==> config.mk <==
export PLATFORM = sky130hd
export DESIGN_NAME = branch_control
export DESIGN_NICKNAME = d
export VERILOG_FILES = /design/src/rtl/branch_control.sv
export SDC_FILE = /design/constraint.sdc
export NUM_CORES = 1
export LEC_CHECK = 0
export ABC_AREA = 1
export CORE_MARGIN = 4
export CORE_UTILIZATION = 50
export DETAILED_ROUTE_END_ITERATION = 16
export PLACE_DENSITY_LB_ADDON = 0.3
export RECOVER_POWER = 100
export SLEW_MARGIN = 10
export SYNTH_ARGS = -nofsm -noshare
export SYNTH_HDL_FRONTEND = slang
export SYNTH_SLANG_ARGS = --single-unit
==> constraint.sdc <==
create_clock -name clk -period 10.95 [get_ports clk]
set_input_delay 2.19 -clock clk [delete_from_list [all_inputs] [get_ports clk]]
set_output_delay 2.19 -clock clk [all_outputs]
set_load 0.03 [all_outputs]
==> src/rtl/branch_control.sv <==
// Next-PC command generator: resolves branch/call/ret against the flag register and a
// circular return-address stack, issuing one registered command per accepted instruction.
module branch_control #(
  parameter int unsigned RAS_DEPTH = 8,
  parameter int unsigned PTR_W     = 3
) (
  input  logic        clk,
  input  logic        rst,
  input  logic        instr_valid,
  output logic        instr_ready,
  input  logic [3:0]  br_op,
  input  logic [31:0] rs_value,
  input  logic [25:0] target_in,
  input  logic [31:0] pc_in,
  input  logic        flag_we,
  input  logic [3:0]  flags_in,
  output logic [3:0]  pc_control,
  output logic [25:0] jump_address,
  output logic [31:0] reg_address,
  output logic [3:0]  flags,
  output logic        ras_err,
  output logic        halted
);

  typedef enum logic [1:0] {StIdle, StIssue, StHalt} state_e;

  localparam logic [PTR_W:0] CountFull = (PTR_W+1)'(RAS_DEPTH);

  state_e            state_q, state_d;
  logic [3:0]        pc_control_q, pc_control_d;
  logic [25:0]       jump_q, jump_d;
  logic [31:0]       reg_q, reg_d;
  logic [3:0]        flags_q;
  logic              ras_err_q, ras_err_d;
  logic [PTR_W-1:0]  ptr_q, ptr_d, top_idx;
  logic [PTR_W:0]    count_q, count_d;
  logic [31:0]       ras_q [RAS_DEPTH];
  logic              push, cond;

  // ptr_q names the next free slot, so the newest entry sits one below it.
  assign top_idx = ptr_q - PTR_W'(1);

  always_comb begin
    unique case (br_op)
      4'd3:    cond = rs_value[31];
      4'd4:    cond = (rs_value == 32'd0);
      4'd5:    cond = (rs_value != 32'd0);
      4'd6:    cond = flags_q[3];
      4'd7:    cond = ~flags_q[3];
      4'd8:    cond = flags_q[1];
      4'd9:    cond = ~flags_q[1];
      4'd10:   cond = flags_q[0];
      4'd11:   cond = ~flags_q[0];
      default: cond = 1'b0;
    endcase
  end

  always_comb begin
    state_d      = state_q;
    pc_control_d = 4'd3;
    jump_d       = jump_q;
    reg_d        = reg_q;
    ras_err_d    = ras_err_q;
    ptr_d        = ptr_q;
    count_d      = count_q;
    push         = 1'b0;
    unique case (state_q)
      StIdle: begin
        if (instr_valid) begin
          state_d      = StIssue;
          pc_control_d = 4'd0;
          unique case (br_op)
            4'd1: begin
              pc_control_d = 4'd1;
              jump_d       = target_in;
            end
            4'd2: begin
              pc_control_d = 4'd2;
              reg_d        = rs_value;
            end
            4'd3, 4'd4, 4'd5, 4'd6, 4'd7, 4'd8, 4'd9, 4'd10, 4'd11: begin
              if (cond) begin
                pc_control_d = 4'd1;
                jump_d       = target_in;
              end
            end
            4'd12: begin
              push         = 1'b1;
              pc_control_d = 4'd1;
              jump_d       = target_in;
              ptr_d        = ptr_q + PTR_W'(1);
              if (count_q == CountFull) ras_err_d = 1'b1;
              else                      count_d   = count_q + 1'b1;
            end
            4'd13: begin
              pc_control_d = 4'd2;
              if (count_q == '0) begin
                reg_d     = 32'd0;
                ras_err_d = 1'b1;
              end else begin
                reg_d   = ras_q[top_idx];
                ptr_d   = top_idx;
                count_d = count_q - 1'b1;
              end
            end
            4'd14: begin
              state_d      = StHalt;
              pc_control_d = 4'd3;
            end
            default: pc_control_d = 4'd0;
          endcase
        end
      end
      StIssue: state_d = StIdle;
      StHalt:  state_d = StHalt;
      default: state_d = StIdle;
    endcase
  end

  always_ff @(posedge clk or posedge rst) begin
    if (rst) begin
      state_q      <= StIdle;
      pc_control_q <= 4'd3;
      jump_q       <= '0;
      reg_q        <= '0;
      flags_q      <= '0;
      ras_err_q    <= 1'b0;
      ptr_q        <= '0;
      count_q      <= '0;
    end else begin
      state_q      <= state_d;
      pc_control_q <= pc_control_d;
      jump_q       <= jump_d;
      reg_q        <= reg_d;
      ras_err_q    <= ras_err_d;
      ptr_q        <= ptr_d;
      count_q      <= count_d;
      if (flag_we) flags_q <= flags_in;
    end
  end

  // Stack contents need no reset; count_q gates every read.
  always_ff @(posedge clk) begin
    if (push) ras_q[ptr_q] <= pc_in + 32'd4;
  end

  assign instr_ready  = (state_q == StIdle);
  assign halted       = (state_q == StHalt);
  assign pc_control   = pc_control_q;
  assign jump_address = jump_q;
  assign reg_address  = reg_q;
  assign flags        = flags_q;
  assign ras_err      = ras_err_q;

endmodule

==> flow_summary.json, run 1 <==
{
  "die_height_um": 176,
  "finalPower_mw": 4.09,
  "timing.slew.headroom_pct": -182,
  "synth_area_per_cell_um2": 11.0,
  "rows": 61,
  "yosys-top-cells-area": "edfxtp_1 54%, dfrtp_1 13%, nor2_1 7.5%",
  "drt_iter0_markers": 1095,
  "r2r_setup_slack_ns": 6.39,
  "whs_endpoint": "jump_address[0]$_DFFE_PP0P_",
  "cts-root-buf": "clkbuf_16",
  "cts-resized-gates": 0,
  "min_period_ns": 6.79,
  "overflow": 0,
  "avgRoutedWirePerCell_um": 19.3,
  "antenna_left": 0,
  "viasPerCell": 5.60,
  "cp-start-kind": "primary input",
  "finalNonFillerCells": 1836,
  "grt_max_degree": 97,
  "io_buffers": 168,
  "clk_pin_slew_worst_paths_ns": 0.06,
  "antenna_cells": 0,
  "cts_buffers": 34,
  "synth_edf_count": 256,
  "r2r_cells": 8,
  "vias": 10273,
  "r2r_end": "reg_address[14]$_DFFE_PP0P_",
  "synthArstFlopShare_pct": 22.4,
  "drcViolationCount": 0,
  "htree_levels": 2,
  "gp_congestion": 0.945,
  "hold_class": "register to register",
  "setup_tns_ns": 0,
  "grt_pass1_wl_mm": 55.8,
  "post_dp_cell_area_um2": 16200,
  "dp_slack_ns": 5.53,
  "whs_ns": 0.461,
  "violations": "capacitance limit, slew limit",
  "drive_gt1_share_pct": 5.01,
  "ir_drop_uv": 194,
  "fin_ws_ns": 4.16,
  "area_growth_pct": 21.6,
  "leakagePower_nw": 6.16,
  "coreArea_um2": 27900,
  "drtPass1Iterations": 5,
  "r2r_start": "state_q[0]$_DFFE_PP0P_",
  "drv_slew": 304,
  "maxCapViolCount": 9,
  "clock_latency_ns": 0.50,
  "cts.path.max_buffers": 3,
  "power_density_nw_per_um2": 237,
  "die-area_um2": 31100,
  "synthFlopType": "edfxtp_1",
  "yosysTopAreaCell": "edfxtp_1",
  "start_util_pct": 50.8,
  "grt_pass1_vias": 10205,
  "syn_area_um2": 14100,
  "status": "complete, but fails checks",
  "rsz0062_at_grt": "no",
  "cts_tree": "done",
  "dp_hpwl_mm": 21.3,
  "finalHoldViolations": 0,
  "cts_setup_buffers": 0,
  "arrival_ns": 5.80,
  "finalCritPeriodShare_pct": 62.0,
  "io_pins": 171,
  "min_path_cells": 2,
  "synthCells": 1283,
  "cts.sinks": 330,
  "critPathKind": "primary input to asynchronous set/reset pin",
  "hold_buffers": 0,
  "ys_seq_elements": 330,
  "fmax_mhz": 147,
  "antenna_found_initial": 1,
  "min_from": "jump_address[0]$_DFFE_PP0P_",
  "grtUsageTotal_pct": 22.6,
  "yosysSeqAreaShare_pct": 67.4,
  "worst_slew_pin_slew_ns": 4.23,
  "synth_top_area_share_pct": 54.3,
  "fin_nets": 1540,
  "postRouteWirelength_mm": 35.5,
  "die_width_um": 176,
  "synth_most_common_cell": "nor2_1",
  "post_synth_num_cell_types": 37,
  "synth-warning-count": 0,
  "synthTopCellsByCount": "282 x nor2_1, 256 x edfxtp_1, 157 x o21ai_0",
  "dp_cells": 1774,
  "fillerInstances": 2147,
  "finalSetupViolations": 0,
  "final_core_util_pct": 61.8,
  "skew_ns": 0.0172,
  "worst_setup_path_end_kind": "asynchronous set/reset pin",
  "final_area_um2": 17200,
  "crit_fanout": 74,
  "cp_data_required_time_ns": 9.96
}
-- cell type report --
cell class              count  area [µm²]  area share (%)
clock buffers              51        1040            6.06
clock inverters            11         100           0.582
inverters                  47         179            1.04
multi-input cells         834        4100            23.8
flip-flops and latches    330        9550            55.5
well taps                 378         473            2.75
repair buffers            185        1760            10.3
-- how the worst max path moves through the flow --
stage | from | endpoint | slack, ns | cells after the start
after floorplan | br_op[1] | ras_q[2][0]$_DFFE_PP_ | 5.57 | 6
after global placement | br_op[1] | reg_address[13]$_DFFE_PP0P_ | 5.71 | 8
after detailed placement | br_op[0] | reg_address[17]$_DFFE_PP0P_ | 5.53 | 9
after CTS | br_op[0] | reg_address[14]$_DFFE_PP0P_ | 6.05 | 9
after global routing | rst | ptr_q[0]$_DFFE_PP0P_ | 3.18 | 3
final | rst | ptr_q[0]$_DFFE_PP0P_ | 4.16 | 3
-- cell families (layout without fill, tap and decap cells) --
| family | Yosys count | in the layout | synth area share, % |
|---|---|---|---|
| XOR/XNOR | 34 | 34 | 2.10 |
| flip-flops | 330 | 330 | 67.4 |
| AO/OA/AOI/OAI | 301 | 301 | 11.8 |
| buffers and inverters | 120 | 294 | 3.61 |
| multiplexers | 3 | 3 | 0.239 |
| AND/OR/NAND/NOR | 488 | 488 | 14.2 |
| other | 1 | 2 | 0.0265 |
| adder cells (fa/ha/maj) | 6 | 6 | 0.584 |
-- state kept, by name, summed over array words and instances (netlist names) --
signal and cells:
reg_address 32, flags 4, ras_q 256, ptr_q 3, ras_err 1, jump_address 26
state_q 2, pc_control 2, count_q 4
-- worst max-delay path: stages --
cell	delay [ns]
dlygate4sd3_1	0.55
clkinvlp_2	0.07
clkbuf_1	2.95
-- per-layer routing --
| layer | track usage [%] | share of wire, % | vias to the layer above |
|---|---|---|---|
| li1 | - | - | 4799 |
| met1 | 32.5 | 43 | 4993 |
| met2 | 37.1 | 48 | 430 |
| met3 | 3.30 | 7.5 | 49 |
| met4 | 4.74 | 1.6 | 2 |
| met5 | 0 | 0.031 | - |
-- power breakdown --
group / internal, mW / leakage (nW) / switching (mW) / total, mW
Sequential: 1.45 / 3.18 / 0.0930 / 1.54
Combinational: 0.460 / 2.42 / 0.914 / 1.37
Clock: 0.707 / 0.558 / 0.464 / 1.17
Total: 2.61 / 6.16 / 1.47 / 4.09
-- layout by cell type (no fill, tap or decap), drive strengths merged, types with 2 or more instances in the layout --
cell type,count
clkbuf,63
xor2,24
nor3b,2
conb,2
xnor2,10
mux2,3
o21ai,168
ha,5
buf,5
dfrtp,72
a21oi,66
dfstp,2
clkinv,10
edfxtp,256
bufinv,2
dlygate4sd3,75
inv,45
nor3,23
nand4,6
nand3,46
nand2,122
nor2,288
clkdlybuf4s50,93
o211ai,64
(Power assumes the default switching activity.)
==> inputs of run 2 (changes only) <==
==> constraint.sdc (replaced) <==
create_clock -name clk -period 5.84 [get_ports clk]
set_input_delay 1.168 -clock clk [delete_from_list [all_inputs] [get_ports clk]]
set_output_delay 1.168 -clock clk [all_outputs]
set_load 0.03 [all_outputs]
==> run 2 against run 1 <==
Effect of this change:
- the flow still finishes with violations (capacitance limit, slew limit)
- setup slack lost 2.8 ns
- count of clock-buffer cells in the layout grew 3
- clock skew decreased by 0.0028 ns
- sequential share of layout area fell by 0.23 points
- global-route usage down 0.56 points
- via count fell by 0.87%
- final area is 0.41% higher
- clock power up 93%
- die area stayed put
- hold slack improved by 0.0032 ns
- wire length decreased by 1.9%
- critical path type is now primary input to register
- largest cell class unchanged
- largest power group unchanged
- highest routed layer is now met4
==> flow_summary.json, run 2 (synthesis results as in run 1) <==
{
  "die_height_um": 176,
  "ir_drop_uv": 306,
  "vias": 10184,
  "grt_pass1_wl_mm": 53.9,
  "clk_pin_slew_worst_paths_ns": 0.06,
  "clkPwrFrac_pct": 29.0,
  "gp_congestion": 0.906,
  "largest_reg_flops": 256,
  "crit_fanout": 32,
  "violations": "capacitance limit, slew limit",
  "cts.sinks": 330,
  "clock_latency_ns": 0.51,
  "grt_max_degree": 113,
  "viasPerCell": 5.54,
  "dp_hpwl_mm": 21.3,
  "cp_slowest_cell": "clkbuf_1",
  "final_common_cell": "nor2_1",
  "start_util_pct": 50.8,
  "r2r_cells": 4,
  "final_area_um2": 17300,
  "cts_setup_buffers": 0,
  "r2r_setup_slack_ns": 1.48,
  "arrival_ns": 4.54,
  "overflow": 0,
  "cts_tree": "done",
  "antenna_left": 0,
  "fin_nets": 1542,
  "p_sw_share_pct": 36.0,
  "cp_data_required_time_ns": 5.91,
  "cpMostUsedCell": "nor2_1",
  "finalNonFillerCells": 1838,
  "cts-root-buf": "clkbuf_16",
  "antenna_cells": 0,
  "rows": 61,
  "min_path_cells": 2,
  "worst_setup_path_end_kind": "register",
  "rsz0062_at_grt": "no",
  "whs_endpoint": "jump_address[13]$_DFFE_PP0P_",
  "r2r_start": "ptr_q[0]$_DFFE_PP0P_",
  "pwr-share-seq_pct": 36.5,
  "cts-resized-gates": 0,
  "leakagePower_nw": 6.20,
  "r2r_end": "ras_q[5][22]$_DFFE_PP_",
  "fillerInstances": 2149,
  "power_density_nw_per_um2": 451,
  "worst_slew_pin_slew_ns": 2.48,
  "htree_levels": 2,
  "io_pins": 171,
  "final_cell_mix": "286 x nor2_1, 256 x edfxtp_1, 157 x o21ai_0, 121 x nand2_1, 93 x clkdlybuf4s50_1",
  "avgRoutedWirePerCell_um": 19.0,
  "min_from": "jump_address[13]$_DFFE_PP0P_",
  "die_width_um": 176,
  "max_stage_delay_ns": 1.79,
  "final-seq-area_um2": 9550,
  "top_register": "ras_q",
  "maxCapViolCount": 7,
  "post_dp_cell_area_um2": 16200,
  "cts.path.max_buffers": 3,
  "die-area_um2": 31100,
  "grt_pass1_vias": 9908,
  "drv_slew": 260,
  "fmax_mhz": 224,
  "cp-start-kind": "primary input",
  "drtPass1Iterations": 5,
  "skew_ns": 0.0144,
  "finalCritPeriodShare_pct": 76.5,
  "dp_cells": 1775,
  "final_core_util_pct": 62.0,
  "hold_class": "register to register",
  "finalHoldViolations": 0,
  "setup_tns_ns": 0,
  "antenna_found_initial": 0,
  "min_period_ns": 4.47,
  "finalSetupViolations": 0,
  "critPathKind": "primary input to register",
  "drt_iter0_markers": 1008,
  "multiInputGateArea_um2": 4100,
  "status": "complete, but fails checks",
  "cts_buffers": 35,
  "p_int_mw": 4.99,
  "grtUsageTotal_pct": 22.0,
  "path_cells": "dlygate4sd3_1, inv_1, nor2_1, nand3_1, nor2_1, nand2_1, nor3_1, clkbuf_1",
  "io_buffers": 168,
  "netSwitchingPower_mw": 2.81,
  "area_growth_pct": 22.1,
  "timing.slew.headroom_pct": -65.4,
  "pwr-share-comb_pct": 34.5,
  "drive_gt1_share_pct": 5.55,
  "coreArea_um2": 27900,
  "hold_buffers": 0,
  "drcViolationCount": 0,
  "postRouteWirelength_mm": 34.9
}
[run 2: power groups by stage]
stage	Sequential, mW	Combinational [mW]	Clock (mW)
2_1_floorplan	3.13	1.59	0
4_1_cts	2.86	2.75	2.28
3_5_place_dp	2.90	2.72	0
5_1_grt	2.87	2.96	2.39
3_3_place_gp	2.90	2.69	0
6_report	2.85	2.69	2.26
[run 2: final cells by class]
cell class | count | area share, %
tap | 378 | 2.74
sequential | 330 | 55.3
inverter | 47 | 1.04
multi-input combinational | 834 | 23.7
timing repair buffer | 186 | 10.4
clock inverter | 9 | 0.855
clock buffer | 54 | 6.02
[run 2: routing by layer]
| metal | routed length, µm | share of wire (%) | GRT usage, % | up-vias |
|---|---|---|---|---|
| met5 | 0 | 0 | 0 | - |
| met4 | 664 | 1.9 | 5.39 | 0 |
| met3 | 2970 | 8.5 | 4.54 | 59 |
| met2 | 16200 | 46 | 35.7 | 436 |
| met1 | 15000 | 43 | 30.9 | 4886 |
| li1 | - | - | - | 4803 |
[run 2: worst max-delay path by stage]
stage | start | to | slack, ns | depth (start not counted)
after floorplan | br_op[1] | ras_q[2][0]$_DFFE_PP_ | 1.48 | 6
after global placement | br_op[1] | reg_address[6]$_DFFE_PP0P_ | 1.64 | 8
after detailed placement | br_op[0] | reg_address[10]$_DFFE_PP0P_ | 1.49 | 9
after CTS | br_op[0] | reg_address[12]$_DFFE_PP0P_ | 1.98 | 9
after global routing | instr_valid | reg_address[12]$_DFFE_PP0P_ | 1.09 | 8
final | instr_valid | ras_q[5][22]$_DFFE_PP_ | 1.37 | 8
[run 2: stage by stage]
stage	power, mW	hold WS, ns	setup WS [ns]
after global routing	8.21	0.475	1.09
after floorplan	4.72	0.481	1.48
final	7.80	0.464	1.37
after CTS	7.89	0.473	1.98
after detailed placement	5.62	0.457	1.49
after global placement	5.59	0.451	1.64
[run 2: critical path, delay by kind of cell]
| kind | cells | cell delay [ns] |
|---|---|---|
| AND/OR/NAND/NOR | 5 | 0.95 |
| buffers and inverters | 3 | 2.40 |
==> inputs of run 3 (changes only) <==
==> constraint.sdc (replaced) <==
create_clock -name clk -period 3.62 [get_ports clk]
set_input_delay 0.724 -clock clk [delete_from_list [all_inputs] [get_ports clk]]
set_output_delay 0.724 -clock clk [all_outputs]
set_load 0.03 [all_outputs]
==> run 3 against run 2 <==
Effect of this change:
- register-to-register slack worse by 0.72 ns
- clock power rose by 39%
- clock skew is 0.0025 ns higher
- hold slack worse by 0.0015 ns
- the run still ends with capacitance limit, slew limit left
- utilization fell by 0.26 points
- combinational power rose by 59%
- sequential power grew 60%
==> flow_summary.json, run 3 (synthesis results as in run 1) <==
{
  "cts-resized-gates": 0,
  "timing.slew.headroom_pct": -3.85,
  "status": "complete, but fails checks",
  "cts_tree": "done",
  "area_growth_pct": 21.6,
  "power_density_nw_per_um2": 696,
  "cts.path.max_buffers": 3,
  "finalPower_mw": 12.0,
  "hold_buffers": 0,
  "grt_pass1_wl_mm": 54.2,
  "ir_drop_uv": 909,
  "io_buffers": 168,
  "finalHoldViolations": 0,
  "violations": "capacitance limit, slew limit",
  "worst_slew_pin_slew_ns": 1.55,
  "overflow": 0,
  "cts_buffers": 34,
  "r2r_end": "reg_address[23]$_DFFE_PP0P_",
  "path_cells": "dlygate4sd3_1, nand2_1, inv_1, nand3_1, nor2_1, nand2_1, nor3_1, clkbuf_2",
  "gp_congestion": 0.990,
  "cp_slowest_cell": "clkbuf_2",
  "cts-root-buf": "clkbuf_16",
  "die-area_um2": 31100,
  "fillerInstances": 2140,
  "largest_reg_flops": 256,
  "drv_slew": 99,
  "cpMostUsedCell": "nand2_1",
  "final_cell_mix": "283 x nor2_1, 256 x edfxtp_1, 157 x o21ai_0, 120 x nand2_1, 94 x clkdlybuf4s50_1",
  "drtPass1Iterations": 5,
  "post_dp_cell_area_um2": 16400,
  "grtUsageTotal_pct": 22.1,
  "final_area_um2": 17200,
  "cp_data_required_time_ns": 3.74,
  "worst_setup_path_end_kind": "register",
  "die_height_um": 176,
  "cts.sinks": 330,
  "top_register": "ras_q",
  "r2r_setup_slack_ns": 0.76,
  "r2r_start": "ptr_q[1]$_DFFE_PP0P_",
  "die_width_um": 176,
  "drt_iter0_markers": 885,
  "hold_class": "register to register",
  "crit_fanout": 25,
  "htree_levels": 2,
  "finalSetupViolations": 0,
  "min_period_ns": 3.01,
  "r2r_cells": 7,
  "postRouteWirelength_mm": 34.6,
  "finalCritPeriodShare_pct": 83.3,
  "max_stage_delay_ns": 0.75,
  "startpoint": "br_op[3]",
  "coreArea_um2": 27900,
  "grt_pass1_vias": 10126,
  "leakagePower_nw": 6.18,
  "cp-start-kind": "primary input",
  "rows": 61,
  "viasPerCell": 5.53,
  "critPathKind": "primary input to register",
  "crit_end": "ras_q[3][2]$_DFFE_PP_",
  "fmax_mhz": 332,
  "antenna_found_initial": 0,
  "vias": 10249,
  "grt_max_degree": 81,
  "io_pins": 171,
  "antenna_left": 0,
  "antenna_cells": 0,
  "final_common_cell": "nor2_1",
  "dp_hpwl_mm": 21.6,
  "clk_pin_slew_worst_paths_ns": 0.06,
  "rsz0062_at_grt": "no",
  "cts_setup_buffers": 0,
  "arrival_ns": 3.14,
  "clock_latency_ns": 0.51,
  "whs_ns": 0.462,
  "drcViolationCount": 0,
  "maxCapViolCount": 2,
  "start_util_pct": 50.8,
  "skew_ns": 0.0169,
  "drive_gt1_share_pct": 6.31,
  "fin_nets": 1558,
  "avgRoutedWirePerCell_um": 18.7
}
## run 3: worst min-delay path by stage
stage	start	endpoint	cells after the start	slack, ns
after global placement	jump_address[10]$_DFFE_PP0P_	jump_address[10]$_DFFE_PP0P_	2	0.45
after floorplan	count_q[1]$_DFFE_PP0P_	count_q[1]$_DFFE_PP0P_	2	0.48
after detailed placement	jump_address[21]$_DFFE_PP0P_	jump_address[21]$_DFFE_PP0P_	2	0.46
after global routing	jump_address[21]$_DFFE_PP0P_	jump_address[21]$_DFFE_PP0P_	2	0.48
after CTS	jump_address[21]$_DFFE_PP0P_	jump_address[21]$_DFFE_PP0P_	2	0.47
final	jump_address[21]$_DFFE_PP0P_	jump_address[21]$_DFFE_PP0P_	2	0.46
## run 3: area by class of cell
| cell class | instances | area (µm²) | area share, % |
|---|---|---|---|
| sequential | 330 | 9550 | 55.5 |
| multi-input combinational | 834 | 4100 | 23.9 |
| timing repair buffer | 203 | 1910 | 11.1 |
| clock buffer | 47 | 910 | 5.29 |
| tap | 378 | 473 | 2.75 |
| inverter | 47 | 179 | 1.04 |
| clock inverter | 13 | 88.8 | 0.516 |
## run 3: report_power, final
part	internal [mW]	switching, mW	total [mW]
Clock	1.77	1.37	3.15
Sequential	4.38	0.172	4.55
Combinational	1.43	2.85	4.28
Total	7.58	4.40	12.0
## run 3: routing by layer
layer	up-vias	track usage, %	routed length (µm)
met4	0	6.63	926
met1	4965	30.7	14800
met5	-	0	0
li1	4826	-	-
met2	394	36.1	16300
met3	64	3.88	2630
## run 3: critical path, delay by kind of cell
kind / cells / cell delay, ns
buffers and inverters: 3 / 1.48
AND/OR/NAND/NOR: 5 / 0.91
## run 3: through the flow
| step | worst slack [ns] | utilization (%) | instances | setup TNS [ns] |
|---|---|---|---|---|
| floorplan | -0.292 | - | 1284 | -74.69 |
| global placement | 0.507 | 58.9 | 1792 | 0 |
| detailed placement | 0.397 | 58.9 | 1792 | 0 |
| CTS | 0.914 | 62.5 | 1852 | 0 |
| global route | 0.378 | 61.8 | 1852 | 0 |
| finish | 0.606 | 61.8 | 1852 | 0 |
